## config.mk

```make
export PLATFORM = sky130hd
export DESIGN_NAME = alu_seq_flat
export DESIGN_NICKNAME = d
export VERILOG_FILES = /design/src/rtl/alu_pkg.sv /design/src/rtl/alu_seq_if.sv /design/src/rtl/alu_seq_bcd_digit_adder.sv /design/src/rtl/alu_seq.sv /design/src/flat_wrapper.sv
export SDC_FILE = /design/constraint.sdc
export NUM_CORES = 1
export LEC_CHECK = 0
export ABC_AREA = 1
export BUFFER_PORTS_ARGS = -buffer_cell sky130_fd_sc_hd__buf_4
export CAP_MARGIN = 20
export CORE_ASPECT_RATIO = 1.4
export CORE_MARGIN = 3
export CORE_UTILIZATION = 58
export DETAILED_ROUTE_END_ITERATION = 16
export PLACE_DENSITY = 0.82
export REMOVE_ABC_BUFFERS = 1
export SLEW_MARGIN = 0
export SYNTH_ARGS = -nofsm -noshare
export SYNTH_HDL_FRONTEND = slang
export SYNTH_SLANG_ARGS = --single-unit
```

## constraint.sdc

```tcl
create_clock -name clk -period 3.9 [get_ports clk]
set_input_delay 0.39 -clock clk [delete_from_list [all_inputs] [get_ports clk]]
set_output_delay 0.39 -clock clk [all_outputs]
set_load 0.1 [all_outputs]
```

## src/rtl/alu_pkg.sv

```systemverilog
// alu_seq shared types: opcodes, FSM states, BCD constants.
// Imported by the interface, the digit adder and the top.
package alu_pkg;

  typedef enum logic [4:0] {
    NOP, LD, ADD, SUB,
    IAC, DAC, CLB, CLC,
    STC, CMC, RAL, RAR,
    TCC, TCS, DAA, KBP,
    MDADD, MDSUB
  } op_t;

  typedef enum logic [1:0] {
    IDLE, EXEC, MD_RUN, MD_LAST
  } state_t;

  localparam logic [3:0] BCD_MAX = 4'd9;

  // one-hot keyboard line to its index, anything else is F
  function automatic logic [3:0] kbp(
    input logic [3:0] n
  );
    unique case (n)
      4'h0:    kbp = 4'h0;
      4'h1:    kbp = 4'h1;
      4'h2:    kbp = 4'h2;
      4'h4:    kbp = 4'h3;
      4'h8:    kbp = 4'h4;
      default: kbp = 4'hf;
    endcase
  endfunction

endpackage

```

## src/rtl/alu_seq_if.sv

```systemverilog
// alu_seq command / completion / digit-stream bundle.
// slave is the ALU side, master the decoder+RAM side.
interface alu_seq_if
  import alu_pkg::*;
#(
  parameter int WIDTH = 4,
  parameter int IW    = 4
) ();

  logic             in_valid;
  logic             in_ready;
  op_t              op;
  logic [WIDTH-1:0] opa;
  logic             out_valid;
  logic [WIDTH-1:0] acc_out;
  logic             cy_out;
  logic             zero_out;
  logic             dig_req;
  logic [IW-1:0]    dig_idx;
  logic [3:0]       dig_a;
  logic [3:0]       dig_b;
  logic             dig_valid;
  logic             wr_en;
  logic [IW-1:0]    wr_idx;
  logic [3:0]       wr_data;

  modport slave (
    input  in_valid, op, opa,
    input  dig_a, dig_b, dig_valid,
    output in_ready, out_valid,
    output acc_out, cy_out, zero_out,
    output dig_req, dig_idx,
    output wr_en, wr_idx, wr_data
  );

  modport master (
    output in_valid, op, opa,
    output dig_a, dig_b, dig_valid,
    input  in_ready, out_valid,
    input  acc_out, cy_out, zero_out,
    input  dig_req, dig_idx,
    input  wr_en, wr_idx, wr_data
  );

endinterface

```

## src/rtl/alu_seq_bcd_digit_adder.sv

```systemverilog
// One BCD digit add with carry; sub mode uses the
// nine's complement of b so CY=1 in means no borrow.
module bcd_digit_adder
  import alu_pkg::*;
(
  input  logic [3:0] a,
  input  logic [3:0] b,
  input  logic       cin,
  input  logic       sub,
  output logic [3:0] digit,
  output logic       cout
);

  logic [3:0] bx;
  logic [4:0] s;

  always_comb begin
    bx    = sub ? BCD_MAX - b : b;
    s     = {1'b0, a} + {1'b0, bx} + {4'b0, cin};
    cout  = s > {1'b0, BCD_MAX};
    digit = cout ? s[3:0] + 4'd6 : s[3:0];
  end

endmodule

```

## src/rtl/alu_seq.sv

```systemverilog
// Registered accumulator/carry ALU with a streaming
// multi-digit BCD add/subtract engine.
module alu_seq
  import alu_pkg::*;
#(
  parameter int WIDTH  = 4,
  parameter int MAXDIG = 16,
  parameter int IW     = $clog2(MAXDIG)
) (
  input logic      clk,
  input logic      rst_n,
  alu_seq_if.slave bus
);

  localparam int LW = IW + 1;
  localparam logic [LW-1:0] NMAX = LW'(MAXDIG);

  state_t           state;
  logic [WIDTH-1:0] acc, acc_n;
  logic             cy, cy_n;
  logic [IW-1:0]    idx;
  logic [LW-1:0]    nlen, nreq, nclamp;
  logic             zacc, msub, last;
  logic             out_valid, zero_q;
  logic             dig_req, wr_en;
  logic [IW-1:0]    wr_idx;
  logic [3:0]       wr_data;
  logic [3:0]       md_digit, daa_digit;
  logic             md_cout, daa_cout;
  logic [3:0]       nib;

  bcd_digit_adder u_md (
    .a     (bus.dig_a),
    .b     (bus.dig_b),
    .cin   (cy),
    .sub   (msub),
    .digit (md_digit),
    .cout  (md_cout)
  );

  // nibble > 9 shows up as cout with b=0
  bcd_digit_adder u_daa (
    .a     (acc[3:0]),
    .b     (4'd0),
    .cin   (1'b0),
    .sub   (1'b0),
    .digit (daa_digit),
    .cout  (daa_cout)
  );

  always_comb begin
    nib   = acc[3:0];
    acc_n = acc;
    cy_n  = cy;
    unique case (bus.op)
      LD:  acc_n = bus.opa;
      ADD: {cy_n, acc_n} = {1'b0, acc}
             + {1'b0, bus.opa}
             + {{WIDTH{1'b0}}, cy};
      SUB: {cy_n, acc_n} = {1'b0, acc}
             + {1'b0, ~bus.opa}
             + {{WIDTH{1'b0}}, cy};
      IAC: {cy_n, acc_n} = {1'b0, acc}
             + {{WIDTH{1'b0}}, 1'b1};
      DAC: {cy_n, acc_n} = {1'b0, acc}
             + {1'b0, {WIDTH{1'b1}}};
      CLB: begin
        acc_n = '0;
        cy_n  = 1'b0;
      end
      CLC: cy_n = 1'b0;
      STC: cy_n = 1'b1;
      CMC: cy_n = ~cy;
      RAL: {cy_n, acc_n} = {acc, cy};
      RAR: {acc_n, cy_n} = {cy, acc};
      TCC: begin
        acc_n    = '0;
        acc_n[0] = cy;
        cy_n     = 1'b0;
      end
      TCS: begin
        acc_n      = '0;
        acc_n[3:0] = cy ? 4'd10 : 4'd9;
        cy_n       = 1'b0;
      end
      DAA: begin
        if (daa_cout)
          acc_n[3:0] = daa_digit;
        else if (cy)
          acc_n[3:0] = nib + 4'd6;
        cy_n = cy | daa_cout;
      end
      KBP: begin
        acc_n      = '0;
        acc_n[3:0] = kbp(nib);
      end
      default: ;
    endcase
  end

  always_comb begin
    nreq   = LW'(bus.opa);
    nclamp = (nreq > NMAX) ? NMAX : nreq;
    last   = {1'b0, idx} == nlen - 1'b1;
  end

  always_ff @(posedge clk) begin
    if (!rst_n) begin
      state     <= IDLE;
      acc       <= '0;
      cy        <= 1'b0;
      idx       <= '0;
      nlen      <= '0;
      zacc      <= 1'b0;
      msub      <= 1'b0;
      out_valid <= 1'b0;
      zero_q    <= 1'b0;
      dig_req   <= 1'b0;
      wr_en     <= 1'b0;
      wr_idx    <= '0;
      wr_data   <= '0;
    end else begin
      out_valid <= 1'b0;
      wr_en     <= 1'b0;
      unique case (state)
        IDLE: if (bus.in_valid) begin
          if ((bus.op inside {MDADD, MDSUB})
              && nclamp != '0) begin
            state   <= MD_RUN;
            idx     <= '0;
            nlen    <= nclamp;
            zacc    <= 1'b1;
            msub    <= bus.op == MDSUB;
            dig_req <= 1'b1;
          end else begin
            state     <= EXEC;
            acc       <= acc_n;
            cy        <= cy_n;
            zero_q    <= acc_n == '0;
            out_valid <= 1'b1;
          end
        end
        EXEC: state <= IDLE;
        MD_RUN: if (bus.dig_valid) begin
          wr_en   <= 1'b1;
          wr_idx  <= idx;
          wr_data <= md_digit;
          cy      <= md_cout;
          zacc    <= zacc & (md_digit == 4'd0);
          idx     <= idx + 1'b1;
          // completion lands with the last write
          if (last) begin
            state     <= MD_LAST;
            dig_req   <= 1'b0;
            acc       <= WIDTH'(md_digit);
            zero_q    <= zacc & (md_digit == 4'd0);
            out_valid <= 1'b1;
          end
        end
        MD_LAST: state <= IDLE;
        default: state <= IDLE;
      endcase
    end
  end

  assign bus.in_ready  = state == IDLE;
  assign bus.out_valid = out_valid;
  assign bus.acc_out   = acc;
  assign bus.cy_out    = cy;
  assign bus.zero_out  = zero_q;
  assign bus.dig_req   = dig_req;
  assign bus.dig_idx   = idx;
  assign bus.wr_en     = wr_en;
  assign bus.wr_idx    = wr_idx;
  assign bus.wr_data   = wr_data;

endmodule
```

## src/flat_wrapper.sv

```systemverilog
// flat-port wrapper written by rule: the top's interface ports become plain ports
module alu_seq_flat import alu_pkg::*;
#(
  parameter int WIDTH  = 4,
  parameter int MAXDIG = 16,
  parameter int IW     = $clog2(MAXDIG)
)
  (clk, rst_n, bus_in_valid, bus_op, bus_opa, bus_dig_a, bus_dig_b, bus_dig_valid, bus_in_ready, bus_out_valid, bus_acc_out, bus_cy_out, bus_zero_out, bus_dig_req, bus_dig_idx, bus_wr_en, bus_wr_idx, bus_wr_data);
  alu_seq_if #(.WIDTH(WIDTH), .IW(IW)) bus_i ();
  input logic clk;
  input logic rst_n;
  input wire logic [$bits(bus_i.in_valid)-1:0] bus_in_valid;
  input wire logic [$bits(bus_i.op)-1:0] bus_op;
  input wire logic [$bits(bus_i.opa)-1:0] bus_opa;
  input wire logic [$bits(bus_i.dig_a)-1:0] bus_dig_a;
  input wire logic [$bits(bus_i.dig_b)-1:0] bus_dig_b;
  input wire logic [$bits(bus_i.dig_valid)-1:0] bus_dig_valid;
  output wire logic [$bits(bus_i.in_ready)-1:0] bus_in_ready;
  output wire logic [$bits(bus_i.out_valid)-1:0] bus_out_valid;
  output wire logic [$bits(bus_i.acc_out)-1:0] bus_acc_out;
  output wire logic [$bits(bus_i.cy_out)-1:0] bus_cy_out;
  output wire logic [$bits(bus_i.zero_out)-1:0] bus_zero_out;
  output wire logic [$bits(bus_i.dig_req)-1:0] bus_dig_req;
  output wire logic [$bits(bus_i.dig_idx)-1:0] bus_dig_idx;
  output wire logic [$bits(bus_i.wr_en)-1:0] bus_wr_en;
  output wire logic [$bits(bus_i.wr_idx)-1:0] bus_wr_idx;
  output wire logic [$bits(bus_i.wr_data)-1:0] bus_wr_data;
  assign bus_i.in_valid = bus_in_valid;
  assign bus_i.op = bus_op;
  assign bus_i.opa = bus_opa;
  assign bus_i.dig_a = bus_dig_a;
  assign bus_i.dig_b = bus_dig_b;
  assign bus_i.dig_valid = bus_dig_valid;
  assign bus_in_ready = bus_i.in_ready;
  assign bus_out_valid = bus_i.out_valid;
  assign bus_acc_out = bus_i.acc_out;
  assign bus_cy_out = bus_i.cy_out;
  assign bus_zero_out = bus_i.zero_out;
  assign bus_dig_req = bus_i.dig_req;
  assign bus_dig_idx = bus_i.dig_idx;
  assign bus_wr_en = bus_i.wr_en;
  assign bus_wr_idx = bus_i.wr_idx;
  assign bus_wr_data = bus_i.wr_data;
  alu_seq #(.WIDTH(WIDTH), .MAXDIG(MAXDIG), .IW(IW)) u_core (.clk(clk), .rst_n(rst_n), .bus(bus_i));
endmodule
```

Word level (Yosys, flattened, before mapping). Index checks and enable logic that the tools add are counted.

Add/sub/neg operators: 13. Order comparisons: 3. Reduce and logical (&&, ||, !) cells: 18. Mux-type cells: 45. Eq/ne operators: 31. Bitwise logic cells: 4.

Operator list (number): $pmux W4 S12 (1); $mux W4 (11); $eq A5 B4 Y1 const B (8); $eq A5 B3 Y1 const B (4); $pmux W4 S5 (1); $mux W1 (17); $pmux W4 S2 (2); $add A4 B4 Y5 (3); $add A5 B1 Y5 (3); $reduce_and A5 Y1 (3); $logic_not A4 Y1 (3); $ne A11 B2 Y1 const B (1); $eq A5 B2 Y1 const B (2); $eq A5 B5 Y1 const B (2); $mux W2 (5); $pmux W1 S10 (1); $pmux W1 S2 (5); $add A4 B3 Y4 const B (2); $ne A2 B2 Y1 const B (3); $pmux W2 S3 (1); $reduce_and A3 Y1 (2); $add A4 B1 Y5 const B (1); $add A4 B4 Y5 const B (1); $eq A4 B5 Y1 (1); other kinds (27) (31).

Logic and storage cells: 127. Register bits: 30. Output and inout bits: 22.

Depth between registers and ports, before layout.
Depth in word-level cells: 11. Gate-level depth with buffers: 18.

By module. A second synthesis with hierarchy kept.

Cells, all modules: 528. Area total of the unflattened synthesis: 3284.4 um^2.

By module, submodules not included: alu_seq (area each 2571.2 um^2, cells each 408, seq. area each 580.6 um^2, instances 1); bcd_digit_adder (area each 356.6 um^2, cells each 60, seq. area each 0.0 um^2, instances 2).

Worst setup path before layout. No wires, ideal clock.

Path kind: flip-flop to flip-flop. From: register u_core.cy, in the netlist u_core.bus.cy_out. To: register u_core.zero_q, in the netlist u_core.bus.zero_out. Setup slack: 0.424 ns. Cell stages (with the launch flop): 19. Data arrival time: 3.420 ns. Library setup time: 0.056 ns. Data required time: 3.844 ns. Cell sequence: dfxtp_1 > clkbuf_1 > inv_1 > fa_1 > inv_1 > fa_1 > inv_1 > ha_1 > nand2_1 > a21boi_0 > nand2_1 > nand2_1 > nand2_1 > nand2_1 > nor2_1 > nand3_1 > nand3_1 > nand2_1 > inv_1.

Word-level cells in the longest chain between the ends: 8.

Ends and longest elaborated chain: from (decl) (line alu_seq.sv:20) `logic cy, cy_n;`; from (signal assigned) (line alu_seq.sv:138) `cy <= cy_n;`; from (signal assigned) (line alu_seq.sv:148) `cy <= md_cout;`; $add A5 B1 Y5 (line alu_seq_bcd_digit_adder.sv:19) `s = {1'b0, a} + {1'b0, bx} + {4'b0, cin};`; $add A4 B3 Y4 / $gt A5 B4 Y1 (equally long branches) (line alu_seq_bcd_digit_adder.sv:21, alu_seq_bcd_digit_adder.sv:20); $mux W4 (line alu_seq_bcd_digit_adder.sv:21) `digit = cout ? s[3:0] + 4'd6 : s[3:0];`; $logic_not A4 Y1 (line alu_seq.sv:156) `zero_q <= zacc & (md_digit == 4'd0);`; $and A1 B1 Y1 (line alu_seq.sv:156); $mux W1 (line alu_seq.sv:152) `if (last) begin`; $mux W1 (line alu_seq.sv:144) `MD_RUN: if (bus.dig_valid) begin`; $pmux W1 S2 * (line alu_seq.sv:125) `unique case (state)`; to (signal assigned) (line alu_seq.sv:156); to (decl) (line alu_seq.sv:24) `logic out_valid, zero_q;`.

Every way passes the cells marked *; elsewhere a longest branch is shown, timed or not. The select of a mux whose other input is x is not followed. A chain may end at the register's enable or synchronous reset.

Worst setup path in the final report. Ends and elaborated chain as after synthesis.

==> impl_metrics.tcl <==
set metrics [dict create \
    status "finished clean" \
    hold_viol_final 0 \
    viasPerCell 5.47 \
    r2r_cells 17 \
    worst_ir_drop_vdd_uv 369 \
    overflow 0 \
    avgSynthCellArea_um2 6.18 \
    critPathMostFrequentCell "nand2_1" \
    switching_power_uw 560 \
    slowest_delay_ps 480 \
    relSlewSlack_pct 58.8 \
    netlist_area_mm2 0.00288 \
    placementRows 29 \
    cp_data_required_time_ps 4130 \
    ys_warn_count 0 \
    endpoint_kind "flop" \
    ios 43 \
    slowest_stage "dfxtp_1" \
    hold_path_class "primary input to flop" \
    stdcell_count 570 \
    io_buffers 42 \
    clk_latency_ps 280 \
    clkTransAtPathRegs_ps 60 \
    vias 3116 \
    synth_top_area_share_pct 20.1 \
    dieArea_mm2 0.00586 \
    die-width_um 65.6 \
    p_leak_nw 1.75 \
    dpl.cell_count 562 \
    setup_ws_ps 843 \
    ys_ff_latch 29 \
    htree_levels 2 \
    ys_async_sr_fraction_pct 0 \
    crit_start "u_core.bus.cy_out$_SDFFE_PN0P_" \
    crit_chain "inv_1, fa_1, inv_1, fa_1, inv_1, ha_1, nand2_1, a21boi_0, nand2_1, nand2_1, nand2_1, nand2_1, nor2_1, nand3_1, nand3_1, nand2_1, inv_1" \
    wl_um 8270 \
    dp_slack_ps 906 \
    reg2reg_from "u_core.bus.cy_out$_SDFFE_PN0P_" \
    antenna_left 0 \
    p_comb_share_pct 46.0 \
    crit_fanout 9 \
    r2r_end "u_core.bus.zero_out$_SDFFE_PN0P_" \
    drv_cap 0 \
    crit_path_end "u_core.bus.zero_out$_SDFFE_PN0P_" \
    ff2ff_setup_slack_ps 840 \
    synth_area_leaders "dfxtp_1, nand2_1, ha_1" \
    drt-initial-drc-count 270 \
    synth_edf_count 0 \
    num_antenna_cells 0 \
    cts_resized 0 \
    ys_types 34 \
    synth_most_common_cell "nand2_1" \
    intPower_uw 691 \
    power_mw 1.25 \
    grt_pass1_wl_um 13300 \
    drc 0 \
    ys_top_cells_by_count "nand2_1, inv_1, nor2_1" \
    power_density_mw_per_mm2 374 \
    antenna_found_initial 0 \
    grt_max_degree 19 \
    cts_buffer_depth 2 \
    cts_hold_buf 0 \
    nets 554 \
    hpwl_um 6530 \
    drive_above_1_share_pct 14.6 \
    power_frac_seq_pct 28.3 \
    grt_pass1_vias 2906 \
    track_usage_pct 29.8 \
    fin_worst_skew_ps 7.03 \
    period_share_pct 78.4 \
    fmax_mhz 327 \
    fin_tns_setup_ps 0 \
    dr.pass1.iters 5 \
    start_kind "flop" \
    p_sw_share_pct 44.8 \
    place.gp.congestion 0.988 \
    p_clk_share_pct 25.7 \
    cts_buffers 5 \
    post_drt_wl_per_cell_um 14.5 \
    cp.arrival_ps 3290 \
    worst_slew_pin_slew_ps 617 \
    post_cts_buffers 0 \
    syn_inst 466 \
    yosysTopAreaCell "dfxtp_1" \
    slew_viol_final 0 \
    start_util_pct 61.6 \
    rsz0062_at_grt "false" \
    cts_tree "done" \
    die_h_um 89.4 \
    ys_seq_area_share_pct 20.1 \
    cts_sinks 29 \
    core_mm2 0.00468 \
    finalCriticalPeriod_ps 3060 \
    finalSetupViolCount 0 \
    cts_root_buffer "clkbuf_8" \
    worstSetupPathType "flop to flop" \
    yosys_most_used_dff "dfxtp_1" \
    syn_to_final_growth_pct 16.2 \
]
cell families (layout without fill, tap and decap cells):
family	count (synthesis)	after routing	synth area share [%]
and+or+nand+nor	246	246	38.0
buffers and inverters	80	122	11.2
AOI/OAI and AO/OA	69	69	13.0
DFF	29	29	20.1
adders and majority gates	26	26	12.9
xor gates and xnor gates	16	16	4.86
sequential cells by signal (all words and copies together), names as in the netlist:
register              count
u_core.bus.acc_out        4
u_core.bus.cy_out         1
u_core.bus.dig_idx        4
u_core.bus.dig_req        1
u_core.bus.out_valid      1
u_core.bus.wr_data        4
u_core.bus.wr_en          1
u_core.bus.wr_idx         4
u_core.bus.zero_out       1
u_core.msub               1
u_core.nlen               4
u_core.state              2
u_core.zacc               1
how the worst min path moves through the flow:
stage / to / cells after the start / from
2_1_floorplan: u_core.msub$_SDFFE_PN0P_ / 2 / u_core.msub$_SDFFE_PN0P_
3_3_place_gp: u_core.bus.wr_idx[0]$_SDFFE_PN0P_ / 1 / u_core.bus.wr_idx[0]$_SDFFE_PN0P_
3_5_place_dp: u_core.bus.wr_idx[0]$_SDFFE_PN0P_ / 1 / u_core.bus.wr_idx[0]$_SDFFE_PN0P_
4_1_cts: u_core.nlen[2]$_SDFFE_PN0P_ / 3 / bus_opa[2]
5_1_grt: u_core.nlen[3]$_SDFFE_PN0P_ / 3 / bus_opa[3]
6_report: u_core.nlen[2]$_SDFFE_PN0P_ / 3 / bus_opa[2]
critical path: cells and delay by family (launching register included):
kind | cells | cell delay [ps]
DFF | 1 | 480
buffers and inverters | 4 | 450
adders and majority gates | 3 | 1080
AOI/OAI and AO/OA | 1 | 120
and+or+nand+nor | 9 | 870
metrics by stage:
step                      hold slack [ps]  util (%)  area [um^2]
final                                 421      71.6         3350
after global routing                  451      71.6         3350
after CTS                             421      71.6         3350
after detailed placement              458      69.1         3230
after global placement                456      69.1         3230
after floorplan                       491         -         2830
final cells by class:
| type | count | area (um^2) |
|---|---|---|
| clock buffers | 7 | 86.3 |
| clock inverters | 1 | 30.0 |
| fillers | 452 | 1330 |
| inverters | 70 | 265 |
| multi-input cells | 357 | 1980 |
| flip-flops and latches | 29 | 581 |
| well taps | 62 | 77.6 |
| repair buffers | 44 | 330 |
cells in the final DEF, fill, tap and decap left out, types with 10 or more instances in the layout:
master,synthesis,routed
xnor2_1,10,10
nand2_1,112,112
dfxtp_1,29,29
ha_1,20,20
nor2_1,61,61
buf_4,2,44
o21ai_0,26,26
a21oi_1,30,30
nand3_1,46,46
inv_1,63,63
metal layers:
| metal | vias to the layer above | wire (um) | global-route usage [%] |
|---|---|---|---|
| met5 | - | 0 | 0 |
| li1 | 1563 | - | - |
| met2 | 108 | 4180 | 53.9 |
| met3 | 35 | 314 | 3.27 |
| met1 | 1410 | 3240 | 31.8 |
| met4 | 0 | 537 | 21.3 |
power groups by stage:
stage	logic, mW	registers (mW)	clock network, mW
finish	0.575	0.354	0.322
global route	0.629	0.357	0.342
CTS	0.570	0.353	0.327
detailed placement	0.569	0.359	0
global placement	0.559	0.358	0
floorplan	0.302	0.477	0
No activity file was read; power rests on OpenSTA's default activity.
